$ cat src/rtl/shift_pkg.sv
// Shared definitions for the iterative shift unit.
//   SH_*     : 3-bit shift_type encoding, the same one the ALU shifters use
//   state_t  : control FSM states
//   is_illegal(): 110/111 are reserved encodings
package shift_pkg;

  localparam logic [2:0] SH_SLL = 3'b000;
  localparam logic [2:0] SH_SRL = 3'b001;
  localparam logic [2:0] SH_SLA = 3'b010;
  localparam logic [2:0] SH_SRA = 3'b011;
  localparam logic [2:0] SH_ROL = 3'b100;
  localparam logic [2:0] SH_ROR = 3'b101;

  typedef enum logic [1:0] {
    ST_IDLE = 2'd0,
    ST_BUSY = 2'd1,
    ST_DONE = 2'd2
  } state_t;

  function automatic logic is_illegal(input logic [2:0] t);
    return t[2] & t[1];
  endfunction

endpackage

$ cat src/rtl/shift_step.sv
// One iteration of the shift unit (combinational).
// Shifts data by amt positions, where amt is 0..STEP, as a chain of 1-bit steps.
//   data     : word to shift
//   amt      : number of positions for this cycle (never above STEP)
//   sh_type  : shift_type encoding
//   fill     : bit shifted in from the MSB for SRA
//   result   : shifted word
//   last_out : bit that left the word on the final 1-bit step (0 if amt==0)
//   sign_chg : SLA only; the MSB changed on at least one 1-bit step
module shift_step
  import shift_pkg::*;
#(
  parameter int WIDTH = 16,
  parameter int STEP  = 4,
  parameter int AW    = 5
) (
  input  logic [WIDTH-1:0] data,
  input  logic [AW-1:0]    amt,
  input  logic [2:0]       sh_type,
  input  logic             fill,
  output logic [WIDTH-1:0] result,
  output logic             last_out,
  output logic             sign_chg
);

  logic [WIDTH-1:0] w;
  logic [WIDTH-1:0] nxt;

  // Modelling the shift as unit steps makes the carry and the SLA
  // sign-change flag fall out directly, with no special cases.
  always_comb begin
    w        = data;
    nxt      = data;
    last_out = 1'b0;
    sign_chg = 1'b0;
    for (int i = 0; i < STEP; i++) begin
      if (i < int'(amt)) begin
        nxt = w;
        case (sh_type)
          SH_SLL, SH_SLA: begin last_out = w[WIDTH-1]; nxt = {w[WIDTH-2:0], 1'b0};       end
          SH_SRL:         begin last_out = w[0];       nxt = {1'b0, w[WIDTH-1:1]};       end
          SH_SRA:         begin last_out = w[0];       nxt = {fill, w[WIDTH-1:1]};       end
          SH_ROL:         begin last_out = w[WIDTH-1]; nxt = {w[WIDTH-2:0], w[WIDTH-1]}; end
          SH_ROR:         begin last_out = w[0];       nxt = {w[0], w[WIDTH-1:1]};       end
          default:        begin last_out = 1'b0;       nxt = w;                          end
        endcase
        if (sh_type == SH_SLA && nxt[WIDTH-1] != w[WIDTH-1]) sign_chg = 1'b1;
        w = nxt;
      end
    end
    result = w;
  end

endmodule

$ cat src/rtl/shift_unit_seq.sv
// Multi-cycle shift unit: accepts one operation over in_valid/in_ready,
// shifts at most STEP positions per cycle, and returns the result and flags over
// out_valid/out_ready.
//   clk, rst            : clock and synchronous active-high reset
//   in_valid/in_ready   : request handshake (in_ready only in IDLE)
//   in0, in1, shift_type: operand, unsigned amount, operation
//   out_valid/out_ready : result handshake (held in DONE)
//   shift_result, carry_out, zero, overflow, err : result and flags
module shift_unit_seq
  import shift_pkg::*;
#(
  parameter int WIDTH = 16,
  parameter int STEP  = 4,
  parameter int AMT_W = $clog2(WIDTH) + 1
) (
  input  logic             clk,
  input  logic             rst,
  input  logic             in_valid,
  output logic             in_ready,
  input  logic [WIDTH-1:0] in0,
  input  logic [AMT_W-1:0] in1,
  input  logic [2:0]       shift_type,
  output logic             out_valid,
  input  logic             out_ready,
  output logic [WIDTH-1:0] shift_result,
  output logic             carry_out,
  output logic             zero,
  output logic             overflow,
  output logic             err
);

  localparam int LW = $clog2(WIDTH);

  state_t           state, state_nx;
  logic [WIDTH-1:0] work;
  logic [2:0]       typ;
  logic [AMT_W-1:0] rem;
  logic             fill;
  logic [AMT_W-1:0] amt_eff;
  logic [AMT_W-1:0] s;
  logic [WIDTH-1:0] step_res;
  logic             step_last;
  logic             step_chg;
  logic             illegal;

  assign illegal   = is_illegal(shift_type);
  assign in_ready  = (state == ST_IDLE);
  assign out_valid = (state == ST_DONE);

  // Rotates wrap modulo WIDTH; plain shifts saturate at WIDTH.
  always_comb begin
    amt_eff = in1;
    if (shift_type == SH_ROL || shift_type == SH_ROR) amt_eff = {1'b0, in1[LW-1:0]};
    else if (in1 > AMT_W'(WIDTH))                     amt_eff = AMT_W'(WIDTH);
  end

  assign s = (rem > AMT_W'(STEP)) ? AMT_W'(STEP) : rem;

  shift_step #(.WIDTH(WIDTH), .STEP(STEP), .AW(AMT_W)) u_step (
    .data     (work),
    .amt      (s),
    .sh_type  (typ),
    .fill     (fill),
    .result   (step_res),
    .last_out (step_last),
    .sign_chg (step_chg)
  );

  always_ff @(posedge clk) begin
    if (rst) state <= ST_IDLE;
    else     state <= state_nx;
  end

  always_comb begin
    state_nx = state;
    case (state)
      ST_IDLE: if (in_valid) state_nx = (illegal || amt_eff == '0) ? ST_DONE : ST_BUSY;
      ST_BUSY: if (rem == s) state_nx = ST_DONE;
      ST_DONE: if (out_ready) state_nx = ST_IDLE;
      default: state_nx = ST_IDLE;
    endcase
  end

  always_ff @(posedge clk) begin
    if (rst) begin
      work         <= '0;
      typ          <= SH_SLL;
      rem          <= '0;
      fill         <= 1'b0;
      shift_result <= '0;
      carry_out    <= 1'b0;
      zero         <= 1'b0;
      overflow     <= 1'b0;
      err          <= 1'b0;
    end else begin
      case (state)
        ST_IDLE: if (in_valid) begin
          work      <= in0;
          typ       <= shift_type;
          rem       <= amt_eff;
          fill      <= in0[WIDTH-1];
          carry_out <= 1'b0;
          overflow  <= 1'b0;
          err       <= illegal;
          // Zero-length and illegal operations skip BUSY, so publish now.
          if (illegal) begin
            shift_result <= '0;
            zero         <= 1'b1;
          end else if (amt_eff == '0) begin
            shift_result <= in0;
            zero         <= (in0 == '0);
          end
        end
        ST_BUSY: begin
          work      <= step_res;
          rem       <= rem - s;
          carry_out <= step_last;
          overflow  <= overflow | step_chg;
          if (rem == s) begin
            shift_result <= step_res;
            zero         <= (step_res == '0);
          end
        end
        default: ;
      endcase
    end
  end

endmodule

$ cat config.mk
export PLATFORM = sky130hd
export DESIGN_NAME = shift_unit_seq
export DESIGN_NICKNAME = d
export VERILOG_FILES = /design/src/rtl/shift_pkg.sv /design/src/rtl/shift_step.sv /design/src/rtl/shift_unit_seq.sv
export SDC_FILE = /design/constraint.sdc
export NUM_CORES = 1
export LEC_CHECK = 0
export CORE_UTILIZATION = 45
export CTS_BUF_LIST = sky130_fd_sc_hd__clkbuf_8
export CTS_CLUSTER_DIAMETER = 100
export DETAILED_ROUTE_END_ITERATION = 12
export GPL_TIMING_DRIVEN = 0
export PLACE_DENSITY = 0.72
export SYNTH_ARGS = -nofsm -noshare
export SYNTH_HDL_FRONTEND = slang
export SYNTH_SLANG_ARGS = --single-unit
$ cat constraint.sdc
create_clock -name clk -period 2.45 [get_ports clk]
set_input_delay 0.49 -clock clk [delete_from_list [all_inputs] [get_ports clk]]
set_output_delay 0.49 -clock clk [all_outputs]
set_load 0.1 [all_outputs]
* Yosys cells after proc, flatten, opt, wreduce, memory -nomap -nowiden
Index checks and enable logic that the tools add are counted.
** Cells by class
- Add/sub/neg operators :: 1
- Order comparisons :: 6
- Equal/unequal tests :: 18
- Mux-type cells :: 53
- Bitwise gates (word level) :: 2
- Reduce and logical (&&, ||, !) cells :: 19
** Operators by type and width (count)
- 16-bit one-hot mux with 5 select lines :: 4
- 16-bit 2-to-1 mux :: 13
- 16-bit one-hot mux with 2 select lines :: 2
- 16-bit logical NOT :: 2
- 5-bit 2-to-1 mux :: 4
- 1-bit 2-to-1 mux :: 17
- 1-bit one-hot mux with 2 select lines :: 7
- 3-bit equality test, second input constant :: 4
- 1-bit by 5-bit < comparator with 1-bit output, first input constant :: 2
- 2-bit by 5-bit < comparator with 1-bit output, first input constant :: 2
- 5-bit one-hot mux with 2 select lines :: 1
- 2-bit 2-to-1 mux :: 4
- 3-bit by 2-bit equality test with 1-bit output, second input constant :: 2
- 2-bit one-hot mux with 3 select lines :: 1
- 3-bit OR reduction :: 2
- 5-bit equality test :: 1
- 5-bit by 3-bit > comparator with 1-bit output, second input constant :: 1
- 5-bit > comparator, second input constant :: 1
- 5-bit logical NOT :: 1
- 5-bit subtractor :: 1
- 1-bit logical AND :: 4
- 1-bit inequality test :: 4
- 2-bit inequality test, second input constant :: 2
- 2-bit AND reduction :: 2
- 14 further kinds :: 15
** Word-level totals
- Bits in registers :: 47
- Output and inout port bits :: 22

* Depth between registers and ports, before layout
- Depth in word-level cells :: 19
- Gate-level depth with buffers :: 12
- Mapped depth without buffers :: 9

* By module
From an unflattened synthesis, not the netlist that was laid out.
** Unflattened totals
- Cell total of the unflattened synthesis :: 612
- Area, all modules :: 4431.8 µm²
** By module, submodules not included
- shift_unit_seq :: times used 1, cells each 310, area an instance 2509.9 µm²
- shift_step :: times used 1, cells each 302, area an instance 1921.8 µm²

* Worst setup path after synthesis
Ideal clock, no wire load.
- Path type :: reg-to-reg
- Start point :: register state[0]
- End point :: register zero
- Setup time :: 0.116 ns
- Data arrival time :: 2.891 ns
- Required time :: 2.334 ns
- Setup slack :: -0.557 ns
- Cell stages (with the launch flop) :: 8
- Clock period less this slack :: 3.007 ns
- Cells stage by stage :: dfxtp_1 nor2_1 a211oi_1 o21ai_0 nor4_1 nand3_1 nor3_2 a41o_1
** On the way
- Longest elaborated chain between the ends :: 3
- Elaborated cells on any way between the ends :: 8
** Ends and longest elaborated chain
- from (decl) :: RTL line shift_unit_seq.sv:34 : state_t state, state_nx;
- from (signal assigned) :: RTL line shift_unit_seq.sv:71 : else state <= state_nx;
- 2-bit logical NOT (*)
- named net in_ready :: RTL line shift_unit_seq.sv:19 : output logic in_ready,
- 3-bit by 1-bit inequality test with 1-bit output (no line) (tied with other cells)
- 4-bit AND reduction (no line)
- to (signal assigned) :: RTL line shift_unit_seq.sv:111 : zero <= (in0 == '0);
- to (signal assigned) :: RTL line shift_unit_seq.sv:121 : zero <= (step_res == '0);
- to (decl) :: RTL line shift_unit_seq.sv:27 : output logic zero,
The timed path passes the listed nets; every way through them passes the cells marked *.
A chain may end at the register's enable or synchronous reset.

* Final worst setup path
- Start point :: register rem[3]
- End point :: register zero
** On the way
- Longest elaborated chain between the ends :: 16
- Elaborated cells on any way between the ends :: 22
** Ends and longest elaborated chain
- from (decl) :: RTL line shift_unit_seq.sv:37 : logic [AMT_W-1:0] rem;
- from (signal assigned) :: RTL line shift_unit_seq.sv:100 : rem <= amt_eff;
- from (signal assigned) :: RTL line shift_unit_seq.sv:116 : rem <= rem - s;
- 5-bit by 3-bit > comparator with 1-bit output :: RTL line shift_unit_seq.sv:57 : assign s = (rem > AMT_W'(STEP)) ? AMT_W'(STEP) : rem;
- 5-bit 2-to-1 mux :: RTL line shift_unit_seq.sv:57
- 1-bit by 5-bit < comparator with 1-bit output :: RTL line shift_step.sv:37 : if (i < int'(amt)) begin
- 16-bit 2-to-1 mux :: RTL line shift_step.sv:37
- 16-bit one-hot mux with 5 select lines :: RTL line shift_step.sv:39 : case (sh_type)
- 16-bit 2-to-1 mux (2 in a row) :: RTL line shift_step.sv:37
- 16-bit one-hot mux with 5 select lines :: RTL line shift_step.sv:39
- 16-bit 2-to-1 mux (2 in a row) :: RTL line shift_step.sv:37
- 16-bit one-hot mux with 5 select lines :: RTL line shift_step.sv:39
- 16-bit 2-to-1 mux (2 in a row) :: RTL line shift_step.sv:37
- 16-bit logical NOT :: RTL line shift_unit_seq.sv:121
- 1-bit 2-to-1 mux :: RTL line shift_unit_seq.sv:119 : if (rem == s) begin
- 1-bit one-hot mux with 2 select lines :: RTL line shift_unit_seq.sv:96 : case (state)
Parallel ways exist; a longest one is shown, timed or not. The select of a mux whose other input is x is not followed.

==> flow_summary.toml <==
[run_status]
status = "complete, but fails checks"
violations = "DRC, setup timing"

[logic_synthesis]
syn_avg_cell_area_sq_um = 7.23
synthMuxAreaShare_pct = 6.20
syn_inst = 608
synth_most_common_cell = "nand2_1"
yosys.area.top_type = "dfxtp_1"
synth_area_leaders = "dfxtp_1 21%, a21oi_1 6.0%, nand2_1 5.9%, a211oi_1 5.8%, nor2_1 5.7%"
yosysTopAreaCellShare_pct = 21.4
synth-adder-area-share_pct = 0.285
ys_types = 87
synth_area_sq_um = 4400
synth_edf_count = 0
synth_xor_area_share_pct = 0.398
yosys.area_share.simple_pct = 26.2
synth_compound_area_share_pct = 38.5
synth_flop_cell = "dfxtp_1"
synth_common_cells = "69 x nand2_1, 67 x nor2_1, 53 x a21oi_1"
syn_nets = 637
synth.ff_latch_count = 47
synth_top_family_by_area = "compound AO/OA/AOI/OAI gates"
synth_seq_area_share_pct = 21.4
ys_async_sr_fraction_pct = 0
ys_warn_count = 0

[worst_setup_path]
cp_max_fo = 3
cpPeakStageDelay_ns = 0.59
reg2reg_depth = 12
endpoint = "zero"
r2r_setup_slack_ns = -0.34
cpMostUsedCell = "buf_4"
r2r-end = "zero"
setup.worst_path.start_class = "flop"
worstPathArrival_ns = 3.05
regToRegStartpoint = "rem[3]"
worst-setup-path-type = "flop to flop"
crit_slowest_cell = "or4_4"
cp-end-kind = "flop"
cp-startpoint = "rem[3]"
required_ns = 2.71
path_cells = "or4_4 -> o21ai_4 -> buf_12 -> buf_4 -> buf_4 -> nand2b_1 -> a32oi_1 -> a221o_1 -> o21ai_2 -> nand3b_1 -> nor4b_2 -> a41o_1"

[timing]
finClkSkew_ns = 0.00963
maxSlewViolCount = 0
finalSetupViolCount = 35
period_needed_ns = 2.79
setup_ws_ns = -0.342
timing.final.crit_share_pct = 114
rsz0062_at_grt = "true"
slew_headroom_pct = 34.6
clock.fmax_mhz = 358
worst_slew_pin_slew_ns = 0.977
hold_viol_final = 0

[clock_tree]
insertion_delay_ns = 0.31
htreeDepth = 2
cts.sinks = 47
cts_buffer_depth = 2
cts_made_buffers = 5
ctsHoldBuffers = 0
clk_pin_slew_worst_paths_ns = 0.09
tritoncts = "yes"
clockRootBuffer = "clkbuf_8"

[grt]
met2_usage_pct = 63.5
grt_overflow = 0
grt-busiest-layer = "met2"
grt_start_max_net_pins = 14
grt_pass1_vias = 5546
use_met1_pct = 49.4
grt_pass1_wl_microns = 30500
antenna_found_initial = 0
grt.total_usage_pct = 39.8
use_met3_pct = 7.35

[drt]
dr.pass1.iters = 10
antenna_left = 0
vias_per_cell = 6.87
drtIter0Drc = 536
finalWirelength_microns = 20200
drc = 1
wl_per_cell_microns = 24.5
vias = 5651

[die]
initial_core_util_pct = 46.9
die_y_microns = 101
design.portCount = 50
std_cell_rows = 35
dieArea_sq_um = 10200
design.core.area_sq_um = 9370
die_w_microns = 101

[layout]
drive_gt1_share_pct = 30.0
antennaDiodeCount = 0
nets = 723
fin_util_pct = 65.5
syn2layout_area_growth_pct = 39.6
n_fill_cell = 836

[placement]
gp_congestion = 1.05
place_worst_setup_slack_ns = -1.24
place_hpwl_microns = 14000
io_buffers = 49

[min_path]
hold_class = "flop to flop"
hold_path.startpoint = "err"

[power_and_ir_drop]
leakage_nw = 2.14
ir_worst_vdd_mv = 0.742
power_density_nw_per_um2 = 902

[run]
maxCapViolations = 0
## logic make-up (layout without fill, tap and decap cells)
logic type / Yosys count / in the layout
xor gates and xnor gates: 2 / 2
AOI/OAI and AO/OA: 235 / 235
buffers and inverters: 65 / 151
adders and majority gates: 1 / 1
and+or+nand+nor: 233 / 233
other: 1 / 1
muxes: 24 / 24
DFF: 47 / 47
## registers in the layout, summed over array words and instances (netlist names)
name,flops
state,2
zero,1
typ,3
work,16
shift_result,16
carry_out,1
rem,5
overflow,1
err,1
fill,1
## critical path: cells and delay by family (launching register included)
| family | cells | cell delay [ns] |
|---|---|---|
| flops | 1 | 0.34 |
| buf+inv | 3 | 0.35 |
| simple gates | 4 | 1.08 |
| compound gates | 5 | 0.98 |
## cell usage in the layout (no fill, tap or decap), types with 16 or more instances in the layout
cell	instances
buf_4	36
nor3_1	16
a21oi_1	51
a211oi_2	25
nor2_1	58
o21ai_0	23
clkbuf_1	21
dfxtp_1	40
nand2_1	62
clkdlybuf4s50_1	47
## metal layers
metal	vias to the layer above	routed length, microns
met4	0	1170
met3	111	2280
met2	459	9000
met1	2610	7700
li1	2471	-
met5	-	0
## repair_timing
item                                    4_1_cts  5_1_grt
gates cloned                                  1        0
gates resized for setup                     119       49
pin swaps                                    44       17
setup buffers                                28        5
endpoints found under the setup margin       40       35
## through the flow
step / TNS [ns] / instance area [sq um] / instances / power [mW] / hold slack [ns]
2_1_floorplan: -0.108 / 4430 / 608 / 3.16 / 0.463
3_3_place_gp: -23.63 / 5080 / 786 / 4.01 / 0.447
3_5_place_dp: -23.69 / 5080 / 786 / 4.00 / 0.459
4_1_cts: -2.64 / 5880 / 819 / 5.10 / 0.470
5_1_grt: -7.86 / 6140 / 823 / 5.71 / 0.517
6_report: -5.73 / 6140 / 823 / 5.53 / 0.460
## area by class of cell
type | instances | area, sq um | area share [%]
Inverter | 7 | 27.5 | 0.449
Multi-Input combinational cell | 496 | 3740 | 60.9
Buffer | 54 | 349 | 5.69
Tap cell | 129 | 161 | 2.63
Timing Repair Buffer | 83 | 822 | 13.4
Clock buffer | 6 | 82.6 | 1.35
Clock inverter | 1 | 5.00 | 0.0816
Sequential cell | 47 | 952 | 15.5
## worst min path at each step
stage | endpoint | slack, ns | depth (start not counted)
after detailed placement | err | 0.46 | 2
final | err | 0.46 | 2
after floorplan | fill | 0.46 | 2
after global routing | err | 0.52 | 2
after global placement | err | 0.45 | 2
after CTS | err | 0.47 | 2
## power breakdown
part,switching (mW),internal [mW]
clock network,0.261,0.222
registers,0.160,0.882
logic,2.45,1.56
total,2.87,2.66
Power figures use the tool's default switching activity.
